--- src/rtl/ins_mem_loader.sv ---
// Instruction-memory loader: takes 32-bit words over a valid/ready stream and writes
// them big-endian, one byte per cycle, starting at a latched base address.
module ins_mem_loader #(
  parameter int MEM_DEPTH = 241
) (
  input  logic        CLK,
  input  logic        nRST,
  input  logic        start,
  input  logic [7:0]  BaseAddr,
  input  logic        word_valid,
  input  logic [31:0] word_data,
  input  logic        word_last,
  output logic        word_ready,
  output logic [7:0]  ByteAddr,
  output logic [7:0]  ByteData,
  output logic        nWR,
  output logic        busy,
  output logic        done,
  output logic        err,
  output logic [7:0]  WordCount
);

  typedef enum logic [2:0] {IDLE, WAIT_WORD, WRITE, DONE, ERROR} state_e;

  localparam logic [8:0] LAST_ADDR = 9'(MEM_DEPTH - 1);

  state_e      state_q, state_d;
  logic [7:0]  ptr_q, ptr_d;
  logic [31:0] word_q, word_d;
  logic        last_q, last_d;
  logic [1:0]  k_q, k_d;
  logic [7:0]  wcnt_q, wcnt_d;
  logic        err_q, err_d;
  logic [7:0]  addr_q, addr_d;
  logic [7:0]  data_q, data_d;

  logic        in_write;
  logic [7:0]  wr_addr;
  logic [7:0]  wr_byte;

  always_ff @(posedge CLK) begin
    if (!nRST) begin
      state_q <= IDLE;
      ptr_q   <= '0;
      word_q  <= '0;
      last_q  <= 1'b0;
      k_q     <= '0;
      wcnt_q  <= '0;
      err_q   <= 1'b0;
      addr_q  <= '0;
      data_q  <= '0;
    end else begin
      state_q <= state_d;
      ptr_q   <= ptr_d;
      word_q  <= word_d;
      last_q  <= last_d;
      k_q     <= k_d;
      wcnt_q  <= wcnt_d;
      err_q   <= err_d;
      addr_q  <= addr_d;
      data_q  <= data_d;
    end
  end

  always_comb begin
    wr_addr = ptr_q + {6'd0, k_q};
    case (k_q)
      2'd0:    wr_byte = word_q[31:24];
      2'd1:    wr_byte = word_q[23:16];
      2'd2:    wr_byte = word_q[15:8];
      default: wr_byte = word_q[7:0];
    endcase
  end

  always_comb begin
    state_d = state_q;
    ptr_d   = ptr_q;
    word_d  = word_q;
    last_d  = last_q;
    k_d     = k_q;
    wcnt_d  = wcnt_q;
    err_d   = err_q;
    addr_d  = addr_q;
    data_d  = data_q;
    case (state_q)
      IDLE: begin
        if (start) begin
          ptr_d   = BaseAddr;
          wcnt_d  = '0;
          err_d   = 1'b0;
          state_d = WAIT_WORD;
        end
      end
      WAIT_WORD: begin
        if (word_valid) begin
          word_d = word_data;
          last_d = word_last;
          // Widened compare so a pointer near 255 cannot wrap into a legal range.
          if (({1'b0, ptr_q} + 9'd3) > LAST_ADDR) begin
            err_d   = 1'b1;
            state_d = ERROR;
          end else begin
            k_d     = 2'd0;
            state_d = WRITE;
          end
        end
      end
      WRITE: begin
        addr_d = wr_addr;
        data_d = wr_byte;
        k_d    = k_q + 2'd1;
        if (k_q == 2'd3) begin
          ptr_d   = ptr_q + 8'd4;
          wcnt_d  = (wcnt_q == 8'hFF) ? wcnt_q : wcnt_q + 8'd1;
          state_d = last_q ? DONE : WAIT_WORD;
        end
      end
      DONE:    state_d = IDLE;
      ERROR:   state_d = IDLE;
      default: state_d = IDLE;
    endcase
  end

  assign in_write   = (state_q == WRITE);
  // Gating with nRST kills the strobe in the reset cycle itself, so a reset
  // mid-word leaves no further byte written.
  assign nWR        = !(in_write && nRST);
  assign ByteAddr   = in_write ? wr_addr : addr_q;
  assign ByteData   = in_write ? wr_byte : data_q;
  assign word_ready = (state_q == WAIT_WORD);
  assign busy       = (state_q != IDLE);
  assign done       = (state_q == DONE);
  assign err        = err_q;
  assign WordCount  = wcnt_q;

endmodule

--- config.mk ---
export PLATFORM = sky130hd
export DESIGN_NAME = ins_mem_loader
export DESIGN_NICKNAME = d
export VERILOG_FILES = /design/src/rtl/ins_mem_loader.sv
export SDC_FILE = /design/constraint.sdc
export NUM_CORES = 1
export LEC_CHECK = 0
export CAP_MARGIN = 5
export CORE_MARGIN = 3
export CORE_UTILIZATION = 50
export DETAILED_ROUTE_END_ITERATION = 7
export HOLD_SLACK_MARGIN = 0.08
export PLACE_DENSITY_LB_ADDON = 0.15
export SYNTH_ARGS = -nofsm -noshare
export SYNTH_HDL_FRONTEND = slang
export SYNTH_SLANG_ARGS = --single-unit
--- constraint.sdc ---
create_clock -name CLK -period 2.62 [get_ports CLK]
set_input_delay 0.524 -clock CLK [delete_from_list [all_inputs] [get_ports CLK]]
set_output_delay 0.524 -clock CLK [all_outputs]
set_load 0.01 [all_outputs]
==> impl_metrics.json, run 1 <==
{
  "status": "complete, no violations",
  "cts_tree": "done",
  "vias": 3217,
  "crit_end": "ByteData[4]",
  "clk_pin_slew_ns": 0.07,
  "post_route_cells_drive_above_1_share": 0.1414,
  "portBuffers": 73,
  "rows": 29,
  "skew_ns": 0.008934,
  "wirelength_microns": 8696,
  "pre_cts_ws_ns": 0.02040,
  "ctsLongestPathBuffers": 2,
  "synth_cell_types": 47,
  "core-area_sq_mm": 0.006422,
  "io_pins": 74,
  "min_period_over_period": 0.9829,
  "crit_chain": "inv_2, ha_4, a222oi_1, o21ai_0, mux2_2, dlygate4sd2_1",
  "r2r-start": "state_q[0]$_SDFFE_PN0P_",
  "critPathMaxStageDelay_ns": 0.38,
  "startpoint_type": "flip-flop",
  "synth_area_sq_mm": 0.003363,
  "cts_buffers": 9,
  "hp-class": "reg2reg",
  "path_class": "reg2out",
  "powerDensity_mw_per_mm2": 551.3,
  "gp_congestion": 0.9138,
  "relSlewSlack": 0.6410,
  "power.leakage_uw": 0.001647,
  "fp.dieH_microns": 88.02,
  "die_w_microns": 88.02,
  "yosysSeqAreaShare": 0.4226,
  "ys.warnings.count": 0,
  "peakVddDrop_mv": 0.4011,
  "viasPerCell": 5.624,
  "synth_edf_count": 0,
  "yosys_most_used_dff": "dfxtp_1",
  "dp_hpwl_microns": 6181,
  "startpoint": "k_q[0]$_SDFFE_PN0P_",
  "die-area_sq_mm": 0.007747,
  "fmax_ghz": 0.3883,
  "fill_cells": 538,
  "grt_pass1_wl_microns": 14280,
  "globalRouteTotalUtil": 0.2361,
  "setup_viol": 0,
  "worstMarginPinSlew_ns": 0.5372,
  "cp.arrival_ns": 2.05,
  "crit_slowest_cell": "dfxtp_4",
  "min_period_ns": 2.575,
  "r2r_end": "WordCount[5]$_SDFFE_PN0P_",
  "syn_inst": 417,
  "first_pass_iters": 6,
  "hold_viol_final": 0,
  "antenna_found_initial": 0,
  "syn2layout_area_growth_pct": 33.04,
  "cts.sinks": 71,
  "routedWlPerCell_microns": 15.20,
  "power.total_uw": 2467,
  "maxCapViolations": 0,
  "initial_core_util": 0.5237,
  "n_antenna_cell": 0,
  "syn_nets": 471,
  "avgSynthCellArea_sq_um": 8.065,
  "setup.reg_to_reg.worst_slack_ns": 0.68,
  "grt_pass1_vias": 3100,
  "grt_overflow": 0,
  "antenna_left": 0,
  "rr_worst_depth": 5,
  "crit_path_end_kind": "primary output",
  "ys_ff_latch": 71,
  "finalMaxSlewViolations": 0,
  "drc": 0,
  "finalNetCount": 544,
  "insertion_delay_ns": 0.35,
  "crit_fanout": 8,
  "drt_iter0_drc": 181,
  "root_buffer": "clkbuf_8",
  "h-tree-depth": 3,
  "setup_ws_ns": 0.04491,
  "grt_max_degree": 35,
  "ys_async_sr_fraction": 0,
  "critPathRequiredTime_ns": 2.10
}
## Yosys cell counts, types with 2 or more instances
library cell | n | area [sq um]
or3_1 | 6 | 37.54
mux2_2 | 9 | 101.4
a31oi_1 | 4 | 25.02
a311oi_1 | 2 | 17.52
buf_2 | 9 | 45.04
inv_1 | 9 | 33.78
nor3b_1 | 2 | 15.01
and2_0 | 3 | 18.77
clkbuf_1 | 18 | 67.56
a222oi_1 | 8 | 80.08
nor2_1 | 13 | 48.80
o211ai_1 | 3 | 22.52
o21ai_0 | 27 | 135.1
nand2_1 | 95 | 356.6
ha_1 | 8 | 100.1
a211oi_1 | 4 | 30.03
nor3_1 | 6 | 30.03
o31ai_1 | 4 | 30.03
buf_4 | 2 | 15.01
nor2b_1 | 2 | 12.51
and2_1 | 17 | 106.4
nand3_1 | 7 | 35.03
xnor2_1 | 3 | 26.28
and3_1 | 2 | 12.51
a21oi_1 | 53 | 265.3
nand2b_1 | 4 | 25.02
dfxtp_1 | 71 | 1421
o2111ai_1 | 2 | 17.52
or4_1 | 6 | 45.04
## final cells by class
cell class,count,area (sq um),area share
Inverter,10,37.54,0.008389
Clock inverter,7,73.82,0.01650
Tap cell,77,96.34,0.02153
Sequential cell,71,1433,0.3202
Timing Repair Buffer,91,858.3,0.1918
Multi-Input combinational cell,307,1852,0.4139
Clock buffer,9,123.9,0.02768
## placed cells by master, fill, tap and decap left out, types with 5 or more instances in the layout
cell / count
or4_1: 6
clkdlybuf4s50_1: 58
nand2_1: 95
nand3_1: 6
nor3_1: 5
mux2_2: 9
buf_4: 16
and2_1: 17
clkbuf_8: 9
inv_1: 7
dfxtp_1: 66
nor2_1: 13
o21ai_0: 20
a21oi_1: 52
o21ai_1: 6
or3_1: 6
a222oi_1: 8
dlygate4sd2_1: 9
## where the power goes
| group | leakage, uW | internal (uW) | switching (uW) |
|---|---|---|---|
| registers | 0.000579 | 1130 | 50.5 |
| logic | 0.000969 | 205 | 212 |
| clock network | 0.0000992 | 440 | 428 |
| total | 0.00165 | 1780 | 691 |
## critical path, delay by kind of cell (launching register included)
kind | cells | cell delay (ns)
AO/OA/AOI/OAI | 2 | 0.50
flip-flops | 1 | 0.38
buffers and inverters | 2 | 0.36
adder cells (fa/ha/maj) | 1 | 0.19
multiplexers | 1 | 0.28
## state kept, by name (all words and copies together), names as in the netlist
name	count
word_q	32
WordCount	8
addr_q	8
data_q	8
ptr_q	8
state_q	3
k_q	2
err	1
last_q	1
## cells by family (layout without fill, tap and decap cells)
kind of cell / Yosys count / in the layout / synth area share
AND/OR/NAND/NOR: 169 / 169 / 0.2370
AO/OA/AOI/OAI: 115 / 115 / 0.2121
flip-flops: 71 / 71 / 0.4226
buffers and inverters: 39 / 117 / 0.04910
multiplexers: 10 / 10 / 0.03311
adder cells (fa/ha/maj): 9 / 9 / 0.03572
XOR/XNOR: 4 / 4 / 0.01042
## stage by stage
step / cells / hold slack, ns / util / instance area (sq um) / setup TNS, ns
global placement: 555 / 0.4428 / 0.6552 / 4208 / 0
floorplan: 417 / 0.4357 / - / 3363 / 0
finish: 572 / 0.4657 / 0.6967 / 4474 / 0
CTS: 571 / 0.4598 / 0.6860 / 4405 / -0.1499
detailed placement: 555 / 0.4478 / 0.6552 / 4208 / 0
global route: 572 / 0.4806 / 0.6967 / 4474 / -0.05162
## worst min-delay path by stage
stage | from | endpoint | cells after the start
2_1_floorplan | word_q[23]$_SDFFE_PN0P_ | word_q[23]$_SDFFE_PN0P_ | 2
3_3_place_gp | word_q[0]$_SDFFE_PN0P_ | word_q[0]$_SDFFE_PN0P_ | 2
3_5_place_dp | word_q[1]$_SDFFE_PN0P_ | word_q[1]$_SDFFE_PN0P_ | 2
4_1_cts | word_q[1]$_SDFFE_PN0P_ | word_q[1]$_SDFFE_PN0P_ | 2
5_1_grt | word_q[3]$_SDFFE_PN0P_ | word_q[3]$_SDFFE_PN0P_ | 2
6_report | word_q[28]$_SDFFE_PN0P_ | word_q[28]$_SDFFE_PN0P_ | 2
## per-layer routing
| metal | vias up | share of wire | GRT usage |
|---|---|---|---|
| li1 | 1608 | - | - |
| met1 | 1485 | 0.42 | 0.2783 |
| met2 | 106 | 0.50 | 0.4130 |
| met3 | 18 | 0.056 | 0.05738 |
| met4 | 0 | 0.026 | 0.09203 |
| met5 | - | 0 | 0 |
## timing repair
| action | CTS | global route |
|---|---|---|
| gates resized for setup | 25 | 29 |
| pin swaps | 2 | 7 |
| setup endpoints to repair | 16 | 13 |
| buffers inserted | 0 | 1 |
| hold buffers | 0 | 0 |
(Power assumes the default switching activity.)
==> inputs of run 2 (changes only) <==
--- a/config.mk
+++ b/config.mk
@@ -6,8 +6,10 @@
 export NUM_CORES = 1
 export LEC_CHECK = 0
 export CAP_MARGIN = 5
+export CELL_PAD_IN_SITES_DETAIL_PLACEMENT = 1
+export CELL_PAD_IN_SITES_GLOBAL_PLACEMENT = 2
 export CORE_MARGIN = 3
-export CORE_UTILIZATION = 50
+export CORE_UTILIZATION = 29
 export DETAILED_ROUTE_END_ITERATION = 7
 export HOLD_SLACK_MARGIN = 0.08
 export PLACE_DENSITY_LB_ADDON = 0.15
==> run 2 against run 1 <==
Non-clock buffer count rose by 6. Clock-buffer cell count rose by 1. Via count fell by 0.37%.
==> impl_metrics.json, run 2 (synthesized netlist as in run 1, its figures left out) <==
{
  "cts_tree": "done",
  "n_antenna_cell": 0,
  "power.leakage_uw": 0.001685,
  "rsz0062_at_grt": "true",
  "r2r-start": "ptr_q[2]$_SDFFE_PN0P_",
  "drt_iter0_drc": 61,
  "die_w_microns": 113.7,
  "worstMarginPinSlew_ns": 0.5559,
  "rr_worst_depth": 6,
  "powerDensity_mw_per_mm2": 594.5,
  "final_cell_mix": "95 x nand2_1, 67 x dfxtp_1, 58 x clkdlybuf4s50_1",
  "finalSetupTns_ns": 0,
  "crit_end": "ByteData[2]",
  "root_buffer": "clkbuf_16",
  "final_area_sq_mm": 0.004678,
  "startpoint": "k_q[0]$_SDFFE_PN0P_",
  "path_class": "reg2out",
  "grt_pass1_wl_microns": 16780,
  "gp_congestion": 0.7775,
  "placed_area_sq_mm": 0.004344,
  "dp_cells": 624,
  "h-tree-depth": 3,
  "cp.arrival_ns": 2.01,
  "setup.reg_to_reg.worst_slack_ns": 0.67,
  "hp-class": "reg2reg",
  "skew_ns": 0.007012,
  "finalNonFillerCells": 641,
  "finalNetCount": 550,
  "grt_pass1_vias": 3412,
  "fp.dieH_microns": 113.7,
  "drc": 0,
  "io_pins": 74,
  "maxCapViolations": 0,
  "antenna_left": 0,
  "min_period_over_period": 0.9655,
  "clk_pin_slew_ns": 0.06,
  "cts_buffers": 9,
  "whs_ns": 0.4613,
  "startpoint_type": "flip-flop",
  "core-area_sq_mm": 0.01108,
  "routedWlPerCell_microns": 15.73,
  "regMostFlops": "word_q",
  "initial_core_util": 0.3036,
  "die-area_sq_mm": 0.01293,
  "min_period_ns": 2.530,
  "finalMaxSlewViolations": 0,
  "cts.sinks": 71,
  "insertion_delay_ns": 0.33,
  "peakVddDrop_mv": 0.2240,
  "antenna_found_initial": 0,
  "fill_cells": 1358,
  "hold_viol_final": 0,
  "post_route_cells_drive_above_1_share": 0.1617,
  "ctsLongestPathBuffers": 2,
  "portBuffers": 73,
  "vias": 3205,
  "wirelength_microns": 10080,
  "syn2layout_area_growth_pct": 39.10,
  "r2r_end": "state_q[1]$_SDFFE_PN0P_",
  "grt_max_degree": 35,
  "status": "complete, no violations",
  "crit_fanout": 8,
  "fmax_ghz": 0.3953,
  "crit_path_end_kind": "primary output",
  "final_common_cell": "nand2_1",
  "rows": 38,
  "pre_cts_ws_ns": -0.06079,
  "grt_overflow": 0,
  "dp_hpwl_microns": 7387,
  "relSlewSlack": 0.6285,
  "viasPerCell": 5.000,
  "setup_ws_ns": 0.09049,
  "critPathRequiredTime_ns": 2.10,
  "first_pass_iters": 4,
  "globalRouteTotalUtil": 0.1628,
  "setup_viol": 0,
  "largest_reg_flops": 32,
  "hold_buffers": 0
}
==> run 2: cell types whose count changed in the layout (fill, tap and decap cells not counted), sizes merged <==
cell           change
buf                +8
clkbuf             +5
clkinv             -3
dlygate4sd2        -3
clkdlybuf4s15      -2
inv                +2
bufinv             -1
clkinvlp           +1
dlymetal6s2s       -1
==> run 2: final cells by class <==
| type | instances | area (sq um) | share of cell area |
|---|---|---|---|
| timing repair buffer | 97 | 883.3 | 0.1888 |
| inverter | 10 | 37.54 | 0.008024 |
| clock buffer | 10 | 239.0 | 0.05108 |
| multi-input combinational | 307 | 1872 | 0.4001 |
| clock inverter | 6 | 42.54 | 0.009093 |
| tap | 140 | 175.2 | 0.03744 |
| sequential | 71 | 1429 | 0.3054 |
==> run 2: routing by layer <==
layer | track usage | share of wire | vias up
met5 | 0 | 0 | -
met3 | 0.03395 | 0.039 | 2
met1 | 0.2051 | 0.45 | 1533
met2 | 0.2862 | 0.51 | 55
met4 | 0.03606 | 0.0044 | 0
li1 | - | - | 1615
==> run 2: worst min-delay path by stage <==
stage,from,end,slack [ns],cells after the start
final,word_q[1]$_SDFFE_PN0P_,word_q[1]$_SDFFE_PN0P_,0.46,2
after global routing,word_q[4]$_SDFFE_PN0P_,word_q[4]$_SDFFE_PN0P_,0.48,2
after CTS,word_q[1]$_SDFFE_PN0P_,word_q[1]$_SDFFE_PN0P_,0.46,2
after detailed placement,word_q[1]$_SDFFE_PN0P_,word_q[1]$_SDFFE_PN0P_,0.45,2
after global placement,word_q[4]$_SDFFE_PN0P_,word_q[4]$_SDFFE_PN0P_,0.45,2
after floorplan,word_q[23]$_SDFFE_PN0P_,word_q[23]$_SDFFE_PN0P_,0.44,2
==> run 2: metrics by stage <==
step	power, uW	util
after floorplan	1428	-
after global placement	1636	0.3921
after detailed placement	1644	0.3921
after CTS	2828	0.4207
after global routing	2931	0.4223
final	2781	0.4223
==> run 2: critical path: stages (launching register included) <==
cell and delay, ns:
dfxtp_2 0.32, buf_4 0.16, ha_4 0.19, a222oi_1 0.32, o21ai_0 0.12, mux2_2 0.28
dlygate4sd2_1 0.28
==> run 2: timing repair <==
item / CTS / global route
endpoints found under the setup margin: 16 / 13
pin swaps: 10 / 11
buffers inserted: 1 / 0
resized for setup: 40 / 27
==> run 2: where the power goes <==
part           total (uW)  switching [uW]  internal, uW
combinational         439             223           216
sequential           1180            49.5          1130
clock                1160             490           670
